===== config.mk =====
export PLATFORM = sky130hd
export DESIGN_NAME = mem_copy_engine
export DESIGN_NICKNAME = d
export VERILOG_FILES = /design/src/rtl/mem_copy_engine.sv
export SDC_FILE = /design/constraint.sdc
export NUM_CORES = 1
export LEC_CHECK = 0
export ABC_AREA = 1
export CORE_MARGIN = 2
export CORE_UTILIZATION = 28
export DETAILED_ROUTE_END_ITERATION = 6
export HOLD_SLACK_MARGIN = 0.1
export SLEW_MARGIN = 20
export SYNTH_ARGS = -nofsm -noshare
export SYNTH_HDL_FRONTEND = slang
export SYNTH_SLANG_ARGS = --single-unit

===== constraint.sdc =====
create_clock -name Clock -period 4.4 [get_ports Clock]
set_input_delay 0.44 -clock Clock [delete_from_list [all_inputs] [get_ports Clock]]
set_output_delay 0.44 -clock Clock [all_outputs]
set_load 0.005 [all_outputs]

===== src/rtl/mem_copy_engine.sv =====
// Block-copy master for the data memory: reads one word, writes it back, and repeats,
// taking two cycles per word in ascending address order.
module mem_copy_engine #(
    parameter int unsigned ADDR_BITS = 10,
    parameter int unsigned LEN_BITS  = 11
) (
    input  logic                Clock,
    input  logic                Reset,
    input  logic                Start,
    input  logic [31:0]         SrcAddr,
    input  logic [31:0]         DstAddr,
    input  logic [LEN_BITS-1:0] Length,
    input  logic [31:0]         ReadData,
    output logic [31:0]         Endereco,
    output logic [31:0]         DadosEscrita,
    output logic                MemRead,
    output logic                MemWrite,
    output logic                Busy,
    output logic                Done,
    output logic [LEN_BITS-1:0] Count
);

    localparam int unsigned DEPTH = 1 << ADDR_BITS;
    localparam logic [LEN_BITS-1:0] MAX_LEN = LEN_BITS'(DEPTH);

    typedef enum logic [1:0] {
        IDLE,
        READ,
        WRITE,
        DONE
    } state_t;

    state_t                 state;
    logic [ADDR_BITS-1:0]   src;
    logic [ADDR_BITS-1:0]   dst;
    logic [LEN_BITS-1:0]    len;
    logic [LEN_BITS-1:0]    count;
    logic [ADDR_BITS-1:0]   addr;
    logic [31:0]            wdata;
    logic                   rd;
    logic                   wr;
    logic                   busy;
    logic                   done;

    logic [LEN_BITS-1:0]    len_clamped;
    logic [LEN_BITS-1:0]    count_inc;
    logic                   unused_addr_bits;

    // Requests longer than the memory are trimmed to one full pass.
    assign len_clamped = (Length > MAX_LEN) ? MAX_LEN : Length;
    assign count_inc   = count + LEN_BITS'(1);

    // Upper address bits are outside the memory and intentionally ignored.
    assign unused_addr_bits = ^{SrcAddr[31:ADDR_BITS], DstAddr[31:ADDR_BITS]};

    // Copy sequencer; outputs are loaded together with the state they belong to.
    always_ff @(posedge Clock or negedge Reset) begin
        if (!Reset) begin
            state <= IDLE;
            src   <= '0;
            dst   <= '0;
            len   <= '0;
            count <= '0;
            addr  <= '0;
            wdata <= '0;
            rd    <= 1'b0;
            wr    <= 1'b0;
            busy  <= 1'b0;
            done  <= 1'b0;
        end else begin
            case (state)
                IDLE: begin
                    rd   <= 1'b0;
                    wr   <= 1'b0;
                    done <= 1'b0;
                    if (Start) begin
                        src   <= SrcAddr[ADDR_BITS-1:0];
                        dst   <= DstAddr[ADDR_BITS-1:0];
                        len   <= len_clamped;
                        count <= '0;
                        busy  <= 1'b1;
                        if (len_clamped != '0) begin
                            state <= READ;
                            addr  <= SrcAddr[ADDR_BITS-1:0];
                            rd    <= 1'b1;
                        end else begin
                            state <= DONE;
                            done  <= 1'b1;
                        end
                    end else begin
                        busy <= 1'b0;
                    end
                end
                READ: begin
                    wdata <= ReadData;
                    addr  <= dst + ADDR_BITS'(count);
                    rd    <= 1'b0;
                    wr    <= 1'b1;
                    state <= WRITE;
                end
                WRITE: begin
                    count <= count_inc;
                    wr    <= 1'b0;
                    if (count_inc == len) begin
                        state <= DONE;
                        done  <= 1'b1;
                    end else begin
                        state <= READ;
                        addr  <= src + ADDR_BITS'(count_inc);
                        rd    <= 1'b1;
                    end
                end
                DONE: begin
                    done  <= 1'b0;
                    busy  <= 1'b0;
                    state <= IDLE;
                end
                default: begin
                    state <= IDLE;
                end
            endcase
        end
    end

    assign Endereco     = 32'(addr);
    assign DadosEscrita = wdata;
    assign MemRead      = rd;
    assign MemWrite     = wr;
    assign Busy         = busy;
    assign Done         = done;
    assign Count        = count;

endmodule


==> results of run 1 <==
## placed cells by master (no fill, tap or decap), types with 4 or more instances in the layout
master           instances
clkbuf_16                9
nor2_1                  30
nand3_1                 56
nor2_4                   5
o22ai_1                 10
conb_1                  22
dfrtp_1                 90
clkdlybuf4s50_1        121
a31oi_1                  4
nand2_2                  6
nand4_1                 15
inv_1                   72
nand2_1                322
ha_1                    25
o21ai_0                 23
nand3b_1                 4
a21oi_1                 13
buf_4                    5
## cells by family (layout without fill, tap and decap cells)
| kind of cell | after synthesis | in the layout |
|---|---|---|
| buffers and inverters | 114 | 217 |
| xor gates and xnor gates | 4 | 4 |
| adders and majority gates | 27 | 27 |
| other | 1 | 22 |
| AOI/OAI and AO/OA | 58 | 58 |
| DFF | 90 | 90 |
| and+or+nand+nor | 449 | 449 |
## power by group through the flow
stage / clock, mW / combinational (mW) / sequential (mW)
floorplan: 0 / 1.26 / 1.41
global placement: 0 / 2.15 / 1.44
detailed placement: 0 / 2.17 / 1.44
CTS: 0.831 / 2.18 / 1.43
global route: 0.866 / 2.43 / 1.48
finish: 0.812 / 2.15 / 1.43
## routing by layer
layer	vias up	track usage [%]
met2	168	26.2
met5	-	0
met3	25	4.43
met4	0	5.99
met1	2284	19.5
li1	2561	-
## sequential cells by signal, indices dropped and copies added, names as in the netlist, 2 cells and up
register and flops:
Count 11, DadosEscrita 32, addr 10, dst 10, len 11, src 10, state 2
## final cells by class
| class | count | share of cell area [%] |
|---|---|---|
| repair buffers | 126 | 17.5 |
| inverters | 75 | 3.95 |
| multi-input cells | 560 | 38.1 |
| clock inverters | 5 | 0.860 |
| flip-flops and latches | 90 | 31.6 |
| clock buffers | 11 | 3.41 |
| well taps | 260 | 4.56 |
## metrics by stage
step	power [mW]	cells	hold slack [ns]
finish	4.39	1127	0.149
global placement	3.58	1111	0.453
global route	4.78	1127	0.231
floorplan	2.68	764	0.144
CTS	4.45	1127	0.211
detailed placement	3.61	1111	0.457
## final timing paths
kind | to | cells after the start
min in group Clock | DadosEscrita[25] | 2
max in group asynchronous | DadosEscrita[13] | 2
min | dst[2] | 1
max reg2reg | addr[5] | 17
max | addr[5] | 17
min reg2reg | DadosEscrita[25] | 2
==> metrics.txt, run 1 <==
status=complete, no violations; ys flop type=dfrtp_1; Util after Layout=37.8%; unrepaired setup endpoints after global routing=no; reg2reg start=Count[0]; Final Instance Area=0.00713 mm²; CTS tree=built; 1st-iter DRT viols=286; Worst Slack Setup Final=1.56 ns; Pleak=3.58 nW; largest family of logic cells by synthesized area=simple AND/OR/NAND/NOR gates; clk_skew=0.0120 ns; sequential cell fraction of total power=32.6%; post-synth top area share=41.6%; Layout area overhead=31.6%; Num CTS Buffers=9; Post-Place Cell Area=0.00682 mm²; Filler cells=1982; RD Place Congestion=0.894; sequential-to-total area share from yosys stat=41.6%; Post-synth EDFFs=0; drt drc=0; Setup crit end kind=flop; Final Max Slew Viols=0; Clock Tree Buf Depth=2; port bufs=122; Hold Vio Cnt, Final=0; mux cell area share after synthesis=0%; max-cap violations=0; Nets=999; Setup CP Type=reg -> reg; Post-CTS Resized=0; Detail Route Antenna Nets=0; family with the most delay on the worst path=simple AND/OR/NAND/NOR gates; Tcrit/Tclk final=64.6%; PwrDens=616 mW/mm²; H-tree depth=3; largest area contributor in the netlist=dfrtp_1; clock sink total=90; via count of the first global-routing pass=4978; Clk network pwr share=18.5%; Sequential Area=0.00225 mm²; worst-path cell chain=ha_1 > nand2_2 > nor2_4 > nand2_1 > nand2_1 > inv_1 > ha_1 > nand2_1 > nor2_1 > nand2_1 > nand3b_1 > nand3_1 > o21ai_0 > nand2_1 > nand2_1 > nand4_1 > nand2_1; Worst slew margin=39.1%; post-synthesis xor/xnor area fraction=0.647%; Critical path buffers and inverters=1; Initial Util=28.8%; metal3 WL=1140 µm; DP HPWL=11700 µm; Place WS=1.59 ns; CP Launch Type=flop; CTS Root Cell=clkbuf_16; core area=0.0188 mm²; met2 routed WL=7280 µm; reg-to-reg slack, setup=1.56 ns; final WL=15600 µm; DR vias/cell=4.47; FMAX=352 MHz; Data required, critical path=4.69 ns; Clk Latency, worst-skew pair=0.36 ns; Syn Inst Count=743; YS warnings=0; area of the mapped netlist=0.00542 mm²; Die Area=0.0205 mm²; worst-path fanout max=8; P_sw=1.80 mW; Comb pwr share=48.9%; maximum vdd ir drop=0.249 mV; Worst-Margin Slew=0.910 ns; Synth cell types=37; wire length per cell=13.8 µm; simple-gate share of the synthesized area=35.4%; Routed met1 length=6770 µm; setup TNS=0 ns; Net Sw Frac=41.1%; top area cells in the synthesized netlist=dfrtp_1 (42%), nand2_1 (22%), ha_1 (5.8%), nand3_1 (5.2%), inv_1 (5.0%); Multi-input gate area=0.00272 mm²; fin crit period=2.84 ns; Synth Area in Adders=6.52%; grt ovf=0; die width=143 µm; post-synthesis compound-gate area fraction=6.08%; die height=143 µm; first-pass GRT wire length=25000 µm; final setup vio count=0; Syn Area/Cell=7.29 µm²; uppermost layer routed=met4; Pint=2.59 mW; worst setup path startpoint=Count[0]; Commonest cells post-synth=nand2_1 (322), dfrtp_1 (90), inv_1 (72), nand3_1 (56), nor2_1 (30); Crit path arrival time=3.14 ns; Critical Path Max Stage Delay=0.56 ns; drt first pass iters=5; Hold Crit Class=in -> async; most common cell in the netlist=nand2_1; ant diodes=0; Vias=5038; CTS clock-pin slew for the worst setup and hold paths=0.07 ns; fraction of layout cells with a size suffix above 1=4.61%; most frequent CP cell=nand2_1; GRT Util Overall=15.8%; buffer count from post-CTS setup fixing=0; CP max stage cell=dfrtp_1; I/O Pins=189; initial antenna violation count=0; largest net degree at the start of global routing=60; Async SR Flop Fraction=100%; Synth Register Bits=90; cts hold-fix bufs=0; Rows=50
(Power assumes the default switching activity.)
==> run 2: changes to the inputs <==
- clock period: 4.4 -> 2.57 ns (I/O delays scaled with it)
==> metrics.txt, run 2 (synthesis results as in run 1) <==
final setup vio count=0; Post-Place Cell Area=0.00701 mm²; family with the most delay on the worst path=compound AO/OA/AOI/OAI gates; Tcrit/Tclk final=93.4%; clock sink total=90; Nets=1021; Crit path arrival time=2.69 ns; Largest register FFs=32; initial antenna violation count=0; reg-to-reg slack, setup=0.17 ns; I/O Pins=189; die width=143 µm; drt drc=0; Final Instance Area=0.00744 mm²; via count of the first global-routing pass=5080; fin crit period=2.40 ns; Hold Vio Cnt, Final=0; maximum vdd ir drop=0.435 mV; RD Place Congestion=0.903; H-tree depth=3; Num CTS Buffers=9; Critical Path Max Stage Delay=0.38 ns; CP max stage cell=dfrtp_1; buffer count from post-CTS setup fixing=0; ant diodes=0; Final Max Slew Viols=0; worst-path cell chain=buf_4 > nand3_2 > xor2_2 > inv_1 > ha_1 > buf_4 > nand3_1 > nand2_1 > a21boi_0 > o21ai_0 > a31oi_1 > nand4_1 > nand2_1; GRT Util Overall=16.1%; Clock Tree Buf Depth=2; most frequent cells in the layout=nand2_1 (319), clkdlybuf4s50_1 (121), dfrtp_1 (86); first-pass GRT wire length=25500 µm; Setup crit end kind=flop; grt ovf=0; Worst-Margin Slew=0.614 ns; Clk Latency, worst-skew pair=0.35 ns; setup TNS=0 ns; CP Launch Type=flop; CTS clock-pin slew for the worst setup and hold paths=0.07 ns; Data required, critical path=2.86 ns; DR vias/cell=4.49; Setup CP Type=reg -> reg; CTS Root Cell=clkbuf_16; Rows=50; Pleak=3.70 nW; status=complete, no violations; largest net degree at the start of global routing=48; clk_skew=0.00705 ns; Die Area=0.0205 mm²; port bufs=122; Layout area overhead=37.4%; PwrDens=1060 mW/mm²; fraction of layout cells with a size suffix above 1=8.78%; Critical path buffers and inverters=3; Hold Crit Class=in -> reg; Initial Util=28.8%; Detail Route Antenna Nets=0; Vias=5151; die height=143 µm; max-cap violations=0; drt first pass iters=4; most common cell after layout, fill and taps aside=nand2_1; wire length per cell=13.6 µm; final WL=15600 µm; core area=0.0188 mm²; CTS tree=built; worst-path fanout max=7; Worst slew margin=59.0%; FMAX=417 MHz; 1st-iter DRT viols=288; DP HPWL=12000 µm
==> run 2: cell type report <==
type                    count  area [µm²]
flip-flops and latches     90        2260
clock buffers               9         225
clock inverters             6         115
multi-input cells         560        2790
fillers                  1914       11400
well taps                 260         325
repair buffers            148        1440
inverters                  75         282
==> run 2: tightest hold or removal path, stage by stage <==
cell and delay, ns:
clkdlybuf4s50_1 0.39, nand2_1 0.06, nand2_1 0.04
==> run 2: layer usage <==
layer	part of all wire [%]	track usage, %	vias up
met4	3.0	6.36	0
li1	-	-	2596
met5	0	0	-
met2	46	26.1	157
met3	7.3	5.03	25
met1	44	20.0	2373
==> run 2: worst paths after layout <==
kind,from,to,cells past startpoint
worst max-delay path,Count[0],addr[4],13
worst min-delay path,DstAddr[0],dst[0],3
worst max register to register,Count[0],addr[4],13
worst min register to register,DadosEscrita[9],DadosEscrita[9],2
max in group asynchronous,Reset,addr[8],3
min in group asynchronous,Reset,DadosEscrita[1],2
==> run 2: stage by stage <==
stage               instances  setup WS [ns]  hold WS [ns]  total power [mW]  utilization, %
global placement         1132         0.0659         0.320              6.33            37.2
global route             1148       -0.00676         0.430              8.66            39.5
floorplan                 764          0.251       -0.0386              4.58               -
CTS                      1148         0.0504         0.420              7.94            39.1
detailed placement       1132         0.0664         0.322              6.35            37.2
finish                   1148          0.171         0.431              7.92            39.5
==> run 2: report_power, final <==
part           switching (mW)  internal, mW
Clock                   0.588         0.950
Combinational            2.14          1.80
Sequential              0.398          2.04
Total                    3.13          4.79
==> run 2: what timing repair did <==
action,CTS,global route
hold buffers,1,0
gates resized for setup,0,18
endpoints found under the hold margin,45,0
endpoints found under the setup margin,0,7
==> run 3: changes to the inputs <==
- CORE_ASPECT_RATIO: default -> 1.4
==> metrics.txt, run 3 (synthesis results as in run 1) <==
FMAX=413 MHz; grt met3 use=3.30%; most frequent cells in the layout=nand2_1 (317), clkdlybuf4s50_1 (121), dfrtp_1 (87); I/O Pins=189; Post-Layout Cell Count=1132; max-cap violations=0; Rows=60; CTS tree=built; fin crit period=2.42 ns; GRT Util Overall=15.5%; worst-path fanout max=4; Pleak=3.66 nW; port bufs=122; Vias=5043; Clock Tree Buf Depth=2; DP HPWL=12100 µm; setup TNS=0 ns; Multi-input gate area=0.00285 mm²; initial antenna violation count=0; Hold Crit Class=in -> async; Num CTS Buffers=9; final WL=15700 µm; core area=0.0191 mm²; GR peak layer=met2; Place WS=0.0540 ns; CP Launch Type=flop; Tcrit/Tclk final=94.3%; CTS Root Cell=clkbuf_16; Initial Util=28.4%; Layout area overhead=36.6%; CTS clock-pin slew for the worst setup and hold paths=0.07 ns; wire length per cell=13.9 µm; Die Area=0.0205 mm²; Nets=1016; Setup CP Type=reg -> reg; Sequential Area=0.00226 mm²; 1st-iter DRT viols=326; GR Layer Usage met2=25.9%; DR vias/cell=4.45; Filler cells=2028; Data required, critical path=2.81 ns; maximum vdd ir drop=0.440 mV; Largest register FFs=32; largest net degree at the start of global routing=68; ant diodes=0; fraction of layout cells with a size suffix above 1=9.28%; drt first pass iters=5; Cells after DPL=1113; Crit path arrival time=2.66 ns; most common cell after layout, fill and taps aside=nand2_1; RD Place Congestion=0.913; Global Route met1 Usage=19.5%; clock sink total=90; clk_skew=0.0136 ns; H-tree depth=3; status=complete, no violations; first-pass GRT wire length=24800 µm; Detail Route Antenna Nets=0; drt drc=0; via count of the first global-routing pass=4819; die height=169 µm; final setup vio count=0; Final Max Slew Viols=0; Hold Vio Cnt, Final=0; PwrDens=1040 mW/mm²; die width=122 µm; grt ovf=0; Clk Latency, worst-skew pair=0.36 ns; unrepaired setup endpoints after global routing=yes; Worst Slack Setup Final=0.147 ns; Setup crit end kind=flop
-- run 3: metal layers --
| metal | part of all wire [%] | up-vias | wire [µm] |
|---|---|---|---|
| met3 | 4.4 | 20 | 683 |
| met5 | 0 | - | 0 |
| met1 | 43 | 2328 | 6720 |
| met2 | 50 | 114 | 7880 |
| met4 | 2.5 | 0 | 396 |
| li1 | - | 2581 | - |
-- run 3: final timing paths --
path,start,endpoint,slack (ns),depth (start not counted)
max,Count[0],addr[9],0.15,19
min,Reset,Count[6],0.34,2
max reg2reg,Count[0],addr[9],0.15,19
min reg2reg,DadosEscrita[29],DadosEscrita[29],0.47,2
max in group asynchronous,Reset,Count[2],1.55,3
min in group Clock,ReadData[27],DadosEscrita[27],0.42,3
-- run 3: timing repair --
action                     CTS  global route
setup buffers                0             2
setup endpoints to repair    0             7
hold buffers                 1             0
hold endpoints to repair    23             0
resized for setup            0            31
-- run 3: final cells by class --
class,count,area share (%)
Multi-Input combinational cell,560,38.5
Clock buffer,9,3.04
Timing Repair Buffer,143,18.9
Clock inverter,7,1.10
Inverter,75,3.81
Sequential cell,90,30.5
Tap cell,248,4.19
-- run 3: worst max-delay path, cell delays in order (launching register included) --
cell and delay, ns:
dfrtp_1 0.35, buf_4 0.12, ha_4 0.14, nand2_2 0.08, nor2_4 0.17, buf_4 0.14, nand2_1 0.05, nand2_1 0.09
nand2_2 0.09, ha_4 0.24, nand2_1 0.10, inv_1 0.04, a21oi_1 0.19, nand3_2 0.10, inv_1 0.06, nand3_1 0.06
nand3_1 0.08, nand3_2 0.08, nand4_1 0.09, nand2_1 0.05
-- run 3: where the power goes --
| group | internal [mW] | switching [mW] | total (mW) |
|---|---|---|---|
| Clock | 0.694 | 0.659 | 1.35 |
| Sequential | 2.04 | 0.416 | 2.45 |
| Combinational | 1.78 | 2.12 | 3.90 |
-- run 3: metrics by stage --
stage	cell area [µm²]	total power [mW]	utilization [%]	hold slack, ns
4_1_cts	7240	7.66	38.0	0.351
3_5_place_dp	6930	6.27	36.3	0.190
6_report	7400	7.71	38.8	0.342
5_1_grt	7400	8.41	38.8	0.375
2_1_floorplan	5490	4.58	-	-0.0386
3_3_place_gp	6930	6.21	36.3	0.186
